$ cat src/rtl/tx_fifo_feeder.sv
// Byte FIFO feeding the UART transmit controller.
// Bursts are buffered; bytes leave one frame at a time.
module tx_fifo_feeder #(
    parameter int AW = 4,
    parameter int DW = 8
) (
    input  logic          CLK,
    input  logic          RST_N,
    input  logic          Wr_En,
    input  logic [DW-1:0] Wr_Data,
    input  logic          Ovf_Clr,
    output logic          Full,
    output logic          Empty,
    output logic [AW:0]   Level,
    output logic          Overflow_Sig,
    input  logic          TX_Done_Sig,
    output logic          TX_En_Sig,
    output logic [DW-1:0] TX_Data,
    output logic          Busy,
    output logic          Sent_Pulse
);

    localparam int DEPTH = 1 << AW;
    localparam logic [AW-1:0] PTR_ONE = {{(AW-1){1'b0}}, 1'b1};
    localparam logic [AW:0]   LVL_ONE = {{AW{1'b0}}, 1'b1};
    localparam logic [AW:0]   LVL_FULL = {1'b1, {AW{1'b0}}};

    typedef enum logic [1:0] {
        IDLE,
        SEND,
        GAP
    } state_t;

    logic [DW-1:0] mem [DEPTH];

    logic [AW-1:0] wr_ptr_q, wr_ptr_d;
    logic [AW-1:0] rd_ptr_q, rd_ptr_d;
    logic [AW:0]   level_q, level_d;
    logic          full_q, full_d;
    logic          empty_q, empty_d;
    logic          ovf_q, ovf_d;
    state_t        state_q, state_d;
    logic          tx_en_q, tx_en_d;
    logic [DW-1:0] tx_data_q, tx_data_d;
    logic          busy_q, busy_d;
    logic          sent_q, sent_d;

    logic push;
    logic drop;
    logic pop;

    // FIFO bookkeeping: pointers, level, flags, sticky overflow
    always_comb begin
        push     = Wr_En && !full_q;
        drop     = Wr_En && full_q;
        pop      = (state_q == IDLE) && !empty_q;
        wr_ptr_d = wr_ptr_q;
        rd_ptr_d = rd_ptr_q;
        level_d  = level_q;
        ovf_d    = ovf_q;
        if (push) begin
            wr_ptr_d = wr_ptr_q + PTR_ONE;
        end
        if (pop) begin
            rd_ptr_d = rd_ptr_q + PTR_ONE;
        end
        unique case ({push, pop})
            2'b10:   level_d = level_q + LVL_ONE;
            2'b01:   level_d = level_q - LVL_ONE;
            default: level_d = level_q;
        endcase
        full_d  = (level_d == LVL_FULL);
        empty_d = (level_d == '0);
        if (Ovf_Clr) begin
            ovf_d = 1'b0;
        end
        // a dropped byte outranks a clear on the same edge
        if (drop) begin
            ovf_d = 1'b1;
        end
    end

    // Frame sequencer: IDLE pops, SEND holds, GAP forces enable low
    always_comb begin
        state_d   = state_q;
        tx_en_d   = tx_en_q;
        tx_data_d = tx_data_q;
        sent_d    = 1'b0;
        unique case (state_q)
            IDLE: begin
                if (pop) begin
                    tx_data_d = mem[rd_ptr_q];
                    tx_en_d   = 1'b1;
                    state_d   = SEND;
                end
            end
            SEND: begin
                if (TX_Done_Sig) begin
                    tx_en_d = 1'b0;
                    sent_d  = 1'b1;
                    state_d = GAP;
                end
            end
            GAP: begin
                tx_en_d = 1'b0;
                state_d = IDLE;
            end
            default: begin
                tx_en_d = 1'b0;
                state_d = IDLE;
            end
        endcase
        busy_d = (state_d != IDLE);
    end

    // Storage array; contents are not reset, only pointers are
    always_ff @(posedge CLK) begin
        if (push) begin
            mem[wr_ptr_q] <= Wr_Data;
        end
    end

    // State registers
    always_ff @(posedge CLK or negedge RST_N) begin
        if (!RST_N) begin
            wr_ptr_q  <= '0;
            rd_ptr_q  <= '0;
            level_q   <= '0;
            full_q    <= 1'b0;
            empty_q   <= 1'b1;
            ovf_q     <= 1'b0;
            state_q   <= IDLE;
            tx_en_q   <= 1'b0;
            tx_data_q <= '0;
            busy_q    <= 1'b0;
            sent_q    <= 1'b0;
        end else begin
            wr_ptr_q  <= wr_ptr_d;
            rd_ptr_q  <= rd_ptr_d;
            level_q   <= level_d;
            full_q    <= full_d;
            empty_q   <= empty_d;
            ovf_q     <= ovf_d;
            state_q   <= state_d;
            tx_en_q   <= tx_en_d;
            tx_data_q <= tx_data_d;
            busy_q    <= busy_d;
            sent_q    <= sent_d;
        end
    end

    assign Full         = full_q;
    assign Empty        = empty_q;
    assign Level        = level_q;
    assign Overflow_Sig = ovf_q;
    assign TX_En_Sig    = tx_en_q;
    assign TX_Data      = tx_data_q;
    assign Busy         = busy_q;
    assign Sent_Pulse   = sent_q;

endmodule

$ cat config.mk
export PLATFORM = sky130hd
export DESIGN_NAME = tx_fifo_feeder
export DESIGN_NICKNAME = d
export VERILOG_FILES = /design/src/rtl/tx_fifo_feeder.sv
export SDC_FILE = /design/constraint.sdc
export NUM_CORES = 1
export LEC_CHECK = 0
export BUFFER_PORTS_ARGS = -buffer_cell sky130_fd_sc_hd__buf_2
export CAP_MARGIN = 10
export CORE_MARGIN = 2
export CORE_UTILIZATION = 30
export CTS_CLUSTER_DIAMETER = 150
export DETAILED_ROUTE_END_ITERATION = 6
export PLACE_DENSITY = 0.54
export SYNTH_ARGS = -nofsm -noshare
export SYNTH_HDL_FRONTEND = slang
export SYNTH_SLANG_ARGS = --single-unit
$ cat constraint.sdc
create_clock -name CLK -period 3.7 [get_ports CLK]
set_input_delay 0.74 -clock CLK [delete_from_list [all_inputs] [get_ports CLK]]
set_output_delay 0.74 -clock CLK [all_outputs]
set_load 0.01 [all_outputs]
**After elaboration in Yosys (flattened, before gate mapping)**

Memory sizes are Yosys's and may differ from the RTL's. A register that Yosys moved wholly into a read port is not among the register bits.
Cells that the tools add are included.

- Flip-flop bits (word level): 21
- Bits of input ports: 13
- Memories: 1
- Bits in writable memories: 128
- Word-level logic and storage cells: 46

- Add/sub/neg operators: 4
- Eq/ne operators: 6
- Mux-type cells: 13
- Reduce and logical (&&, ||, !) cells: 12

Memory list:

| memory | depth | bits a word | read ports | clocked after memory_dff | wr ports | RTL line | text |
|---|---|---|---|---|---|---|---|
| mem | 16 | 8 | 1 | 1 | 1 | 34 | `logic [DW-1:0] mem [DEPTH];` |

Operators by type and width:

| operator | number |
|---|---|
| $pmux W5 S2 | 1 |
| $add A4 B1 Y4 const B | 2 |
| $mux W1 | 8 |
| $add A5 B1 Y5 const B | 1 |
| $eq A5 B5 Y1 const B | 1 |
| $logic_not A5 Y1 | 1 |
| $sub A5 B1 Y5 const B | 1 |
| $eq A2 B1 Y1 const B | 2 |
| $mux W2 | 2 |
| $ne A2 B2 Y1 const B | 2 |
| $pmux W2 S2 | 1 |
| $reduce_and A2 Y1 | 2 |
| $reduce_bool A2 Y1 | 2 |
| $logic_and A1 B1 Y1 | 3 |
| $logic_not A1 Y1 | 3 |
| $eq A2 B2 Y1 const B | 1 |
| $logic_not A2 Y1 | 1 |
| $pmux W1 S2 | 1 |

**Depth between registers and ports, before layout**

- Depth in word-level cells: 5
- Mapped depth: 12
- Gate-level depth less buffers: 11

**Worst setup path after synthesis**

No wires, ideal clock.

- Kind: input to register
- Start: in Wr_En
- End: reg full_q (netlist: Full)
- Cell stages on the path: 12
- Data required time: 3.600 ns
- Slack: 1.158 ns
- Path buffers: 1
- Arrival time: 2.442 ns
- Cells stage by stage: nor2b_1 -> buf_2 -> inv_2 -> nand2_2 -> xnor2_1 -> ha_1 -> o21a_1 -> nor2_1 -> o21bai_1 -> o21a_1 -> o211ai_2 -> nor4bb_1

- Longest elaborated chain between the ends: 4
- Elaborated cells on any way between the ends: 5
- Those cells by class: eq/ne (3); mux (1); reduce/logical (1)

RTL lines:

| what | RTL line | text |
|---|---|---|
| start, declared | 9 | `input logic Wr_En,` |
| $logic_and A1 B1 Y1 * | 54 | `push = Wr_En && !full_q;` |
| $eq A2 B1 Y1 or $eq A2 B2 Y1 (tied branches) | 67 | `unique case ({push, pop})` |
| $pmux W5 S2 * | 67 |  |
| named net level_d[4] | 38 | `logic [AW:0] level_q, level_d;` |
| $eq A5 B5 Y1 * | 72 | `full_d = (level_d == LVL_FULL);` |
| named net full_d | 39 | `logic full_q, full_d;` |
| end signal, assigned | 141 | `full_q <= full_d;` |
| end, declared | 39 |  |

Mark *: on every way through the listed nets, which the timed path passes. The rest lies on a longest branch.
A chain may end at the register's enable or synchronous reset.

**Final worst setup path**

- Start: reg state_q[1]
- End: reg full_q (netlist: Full)

- Longest elaborated chain between the ends: 5
- Elaborated cells on any way between the ends: 6
- Those cells by class: eq/ne (3); mux (1); reduce/logical (2)

RTL lines:

| what | RTL line | text |
|---|---|---|
| start, declared | 42 | `state_t state_q, state_d;` |
| start signal, assigned | 144 | `state_q <= state_d;` |
| $logic_not A2 Y1 * | 56 | `pop = (state_q == IDLE) && !empty_q;` |
| $logic_and A1 B1 Y1 * | 56 |  |
| $eq A2 B1 Y1 or $eq A2 B2 Y1 (tied branches) | 67 |  |
| $pmux W5 S2 * | 67 |  |
| named net level_d[4] | 38 |  |
| $eq A5 B5 Y1 * | 72 |  |
| named net full_d | 39 |  |

Marks and branches as above.

==> impl_metrics.json <==
{
  "outcome": "finished, final reports clean",
  "max-slew-margin-rel_pct": 57.1,
  "crit_fanout": 16,
  "async_flop_share_pct": 18.5,
  "synth_flop_cell": "edfxtp_1",
  "grt_use_total_pct": 11.2,
  "met2_length_um": 5680,
  "diodes": 0,
  "placeableCoreArea_um2": 20400,
  "drt_iter0_drc": 182,
  "cpPeakStageDelay_ns": 0.50,
  "wl_met3_um": 411,
  "fin_setup_tns_ns": 0,
  "clk_latency_ns": 0.42,
  "root_buffer": "clkbuf_16",
  "grt_first_pass_wirelength_um": 18300,
  "syn_to_final_growth_pct": 17.9,
  "wl_per_cell_um": 17.4,
  "postCtsSetupRepairBufs": 0,
  "finalSetupViolCount": 0,
  "maxSlewViolCount": 0,
  "drt-met1-wl_um": 5070,
  "p_clk_share_pct": 32.1,
  "intPower_mw": 4.23,
  "chipWidth_um": 148,
  "p_sw_share_pct": 29.0,
  "max_freq_mhz": 380,
  "p_switching_mw": 1.73,
  "syn-num-nets": 351,
  "hold_class": "input port to asynchronous set/reset pin",
  "total_power_mw": 5.96,
  "critical_path_class": "flop to flop",
  "initial_utilization_pct": 30.8,
  "p_comb_share_pct": 26.6,
  "grt-ovfl-total": 0,
  "clkTransAtPathRegs_ns": 0.07,
  "ys_seq_area_share_pct": 73.0,
  "syn-cell-area_um2": 6260,
  "cp_slowest_cell": "or3_4",
  "powerDensity_nw_per_um2": 807,
  "num_rows": 52,
  "rsz0062_at_grt": "no",
  "synth-edff-count": 128,
  "nNetsFinal": 391,
  "synth.distinct_cells": 40,
  "port_buffers": 31,
  "cts_resized": 0,
  "grt_pass1_vias": 3166,
  "die_h_um": 148,
  "layout-drive-gt1-share_pct": 30.5,
  "vias": 2968,
  "synth_area_per_cell_um2": 18.9,
  "grt_antenna_before_repair": 0,
  "fill_cells": 1880,
  "antenna_left": 0,
  "htreeDepth": 4,
  "power.leakage_nw": 2.55,
  "ir_drop_mv": 0.273,
  "seqPwrFrac_pct": 41.2,
  "fin_worst_skew_ns": 0.00758,
  "endpoint_kind": "flop",
  "fin_crit_ns": 2.63,
  "cp_cell_sequence": "or3_4 -> clkinv_4 -> nand2_2 -> xnor2_1 -> ha_1 -> o21a_1 -> nor2_1 -> o21bai_1 -> o21a_1 -> o211ai_2 -> nor4bb_1",
  "top_layer_used": "met4",
  "ys_ff_latch": 157,
  "startpoint": "state_q[1]$_DFF_PN0_",
  "r2r_start": "state_q[1]$_DFF_PN0_",
  "cts_buffers": 17,
  "worst_slew_pin_slew_ns": 0.643,
  "fin_crit_sh_pct": 71.2,
  "grt_max_degree": 36,
  "wirelength_um": 11400,
  "vias_per_cell": 4.54,
  "hpwlAfterDp_um": 7840,
  "dieArea_um2": 22100,
  "ios": 32,
  "firstDrtPassIters": 4,
  "postCtsHoldBufs": 0,
  "cp_common_cell": "o21a_1",
  "maxCapViolations": 0,
  "drcViolationCount": 0,
  "cts_buffer_depth": 2,
  "worst_ep_required_time_ns": 4.02,
  "cts_tree": "yes",
  "place.gp.congestion": 0.727,
  "worstPathArrival_ns": 2.96,
  "critPathLaunchType": "flop",
  "syn-instance-count": 331,
  "cts_sinks": 157,
  "whs_ns": 0.347,
  "hold_violations": 0,
  "synth_warnings": 0
}
power groups by stage:
stage / combinational (mW) / sequential (mW) / clock [mW]
after floorplan: 1.23 / 2.39 / 0
after global placement: 1.58 / 2.49 / 0
after detailed placement: 1.61 / 2.50 / 0
after CTS: 1.62 / 2.46 / 1.95
after global routing: 1.74 / 2.51 / 2.03
final: 1.59 / 2.46 / 1.91
cell usage after synthesis (all sizes together), types with 2 or more instances:
library cell / instances / area, um^2
ha: 7 / 87.6
edfxtp: 128 / 3840
o211ai: 2 / 20.0
o21bai: 2 / 15.0
clkbuf: 7 / 26.3
xor2: 2 / 25.0
nor2: 8 / 30.0
buf: 7 / 32.5
mux4: 40 / 901
nor3: 2 / 10.0
nand2: 37 / 141
o21a: 2 / 15.0
nand4: 2 / 12.5
inv: 5 / 18.8
a21oi: 6 / 30.0
and2: 17 / 106
o21ai: 4 / 20.0
nor2b: 3 / 18.8
dfrtp: 28 / 701
xnor2: 8 / 70.1
cell usage in the layout (no fill, tap or decap), drive strengths merged:
cell,netlist,layout
a21boi,1,1
a21oi,6,6
a31oi,1,1
and2,17,17
and3,1,1
buf,7,35
bufinv,0,5
clkbuf,7,19
clkinv,1,4
clkinvlp,0,2
dfrtp,28,28
dfstp,1,1
edfxtp,128,128
ha,7,7
inv,5,8
mux2,1,1
mux4,40,40
nand2,37,37
nand4,2,2
nor2,8,8
nor2b,3,3
nor3,2,2
nor3b,1,1
nor4b,1,1
nor4bb,1,1
o2111ai,1,1
o211ai,2,2
o21a,2,2
o21ai,4,4
o21bai,2,2
o22ai,1,1
or2,1,1
or3,1,1
or4,1,1
xnor2,8,8
xor2,2,2
worst max-delay path: cells and delay by family, from the launching register on:
family                   cells  cell delay (ns)
buffers and inverters        1             0.15
XOR/XNOR                     1             0.14
AND/OR/NAND/NOR              4             0.96
adder cells (fa/ha/maj)      1             0.22
AO/OA/AOI/OAI                4             0.64
flip-flops                   1             0.42
sequential cells by signal (all words and copies together) (netlist names), 2 cells and up:
register / flops
rd_ptr_q: 4
mem: 128
wr_ptr_q: 4
TX_Data: 8
Level: 5
state_q: 2
through the flow:
step                      worst slack, ns  cell area, um^2  utilization (%)  std cells
after CTS                            1.04             7380             36.3        654
after global placement              0.938             6730             33.0        622
after detailed placement            0.867             6730             33.0        622
final                                1.07             7380             36.3        654
after floorplan                      1.16             6260                -        331
after global routing                0.908             7380             36.3        654
kinds of logic after synthesis:
logic type / after synthesis / synth area share [%]
compound gates: 20 / 2.16
xor+xnor: 10 / 1.52
mux: 41 / 14.6
buf+inv: 20 / 1.38
fa+ha+maj: 7 / 1.40
flops: 157 / 73.0
simple gates: 76 / 6.01
per-layer routing:
layer / vias to the layer above / track usage (%)
met2: 50 / 18.1
li1: 1374 / -
met1: 1530 / 14.4
met5: - / 0
met3: 14 / 2.70
met4: 0 / 5.29
final cells by class:
type | instances | area, um^2 | share of cell area [%]
repair buffers | 35 | 185 | 2.51
well taps | 270 | 338 | 4.57
inverters | 6 | 27.5 | 0.373
flip-flops and latches | 157 | 4570 | 61.9
clock buffers | 19 | 443 | 6.00
multi-input cells | 154 | 1610 | 21.8
clock inverters | 13 | 213 | 2.88
worst paths after layout:
check / endpoint / slack [ns] / cells after the start
worst max-delay path: Full$_DFF_PN0_ / 1.07 / 11
worst min register to register: TX_Data[7]$_DFFE_PN0P_ / 0.47 / 2
worst min-delay path: TX_Data[5]$_DFFE_PN0P_ / 0.35 / 1
min in group CLK: TX_Data[7]$_DFFE_PN0P_ / 0.47 / 2
worst max register to register: Full$_DFF_PN0_ / 1.07 / 11
max in group asynchronous: rd_ptr_q[0]$_DFFE_PN0P_ / 2.90 / 1
Note: power is estimated with default switching activity, not from simulation.
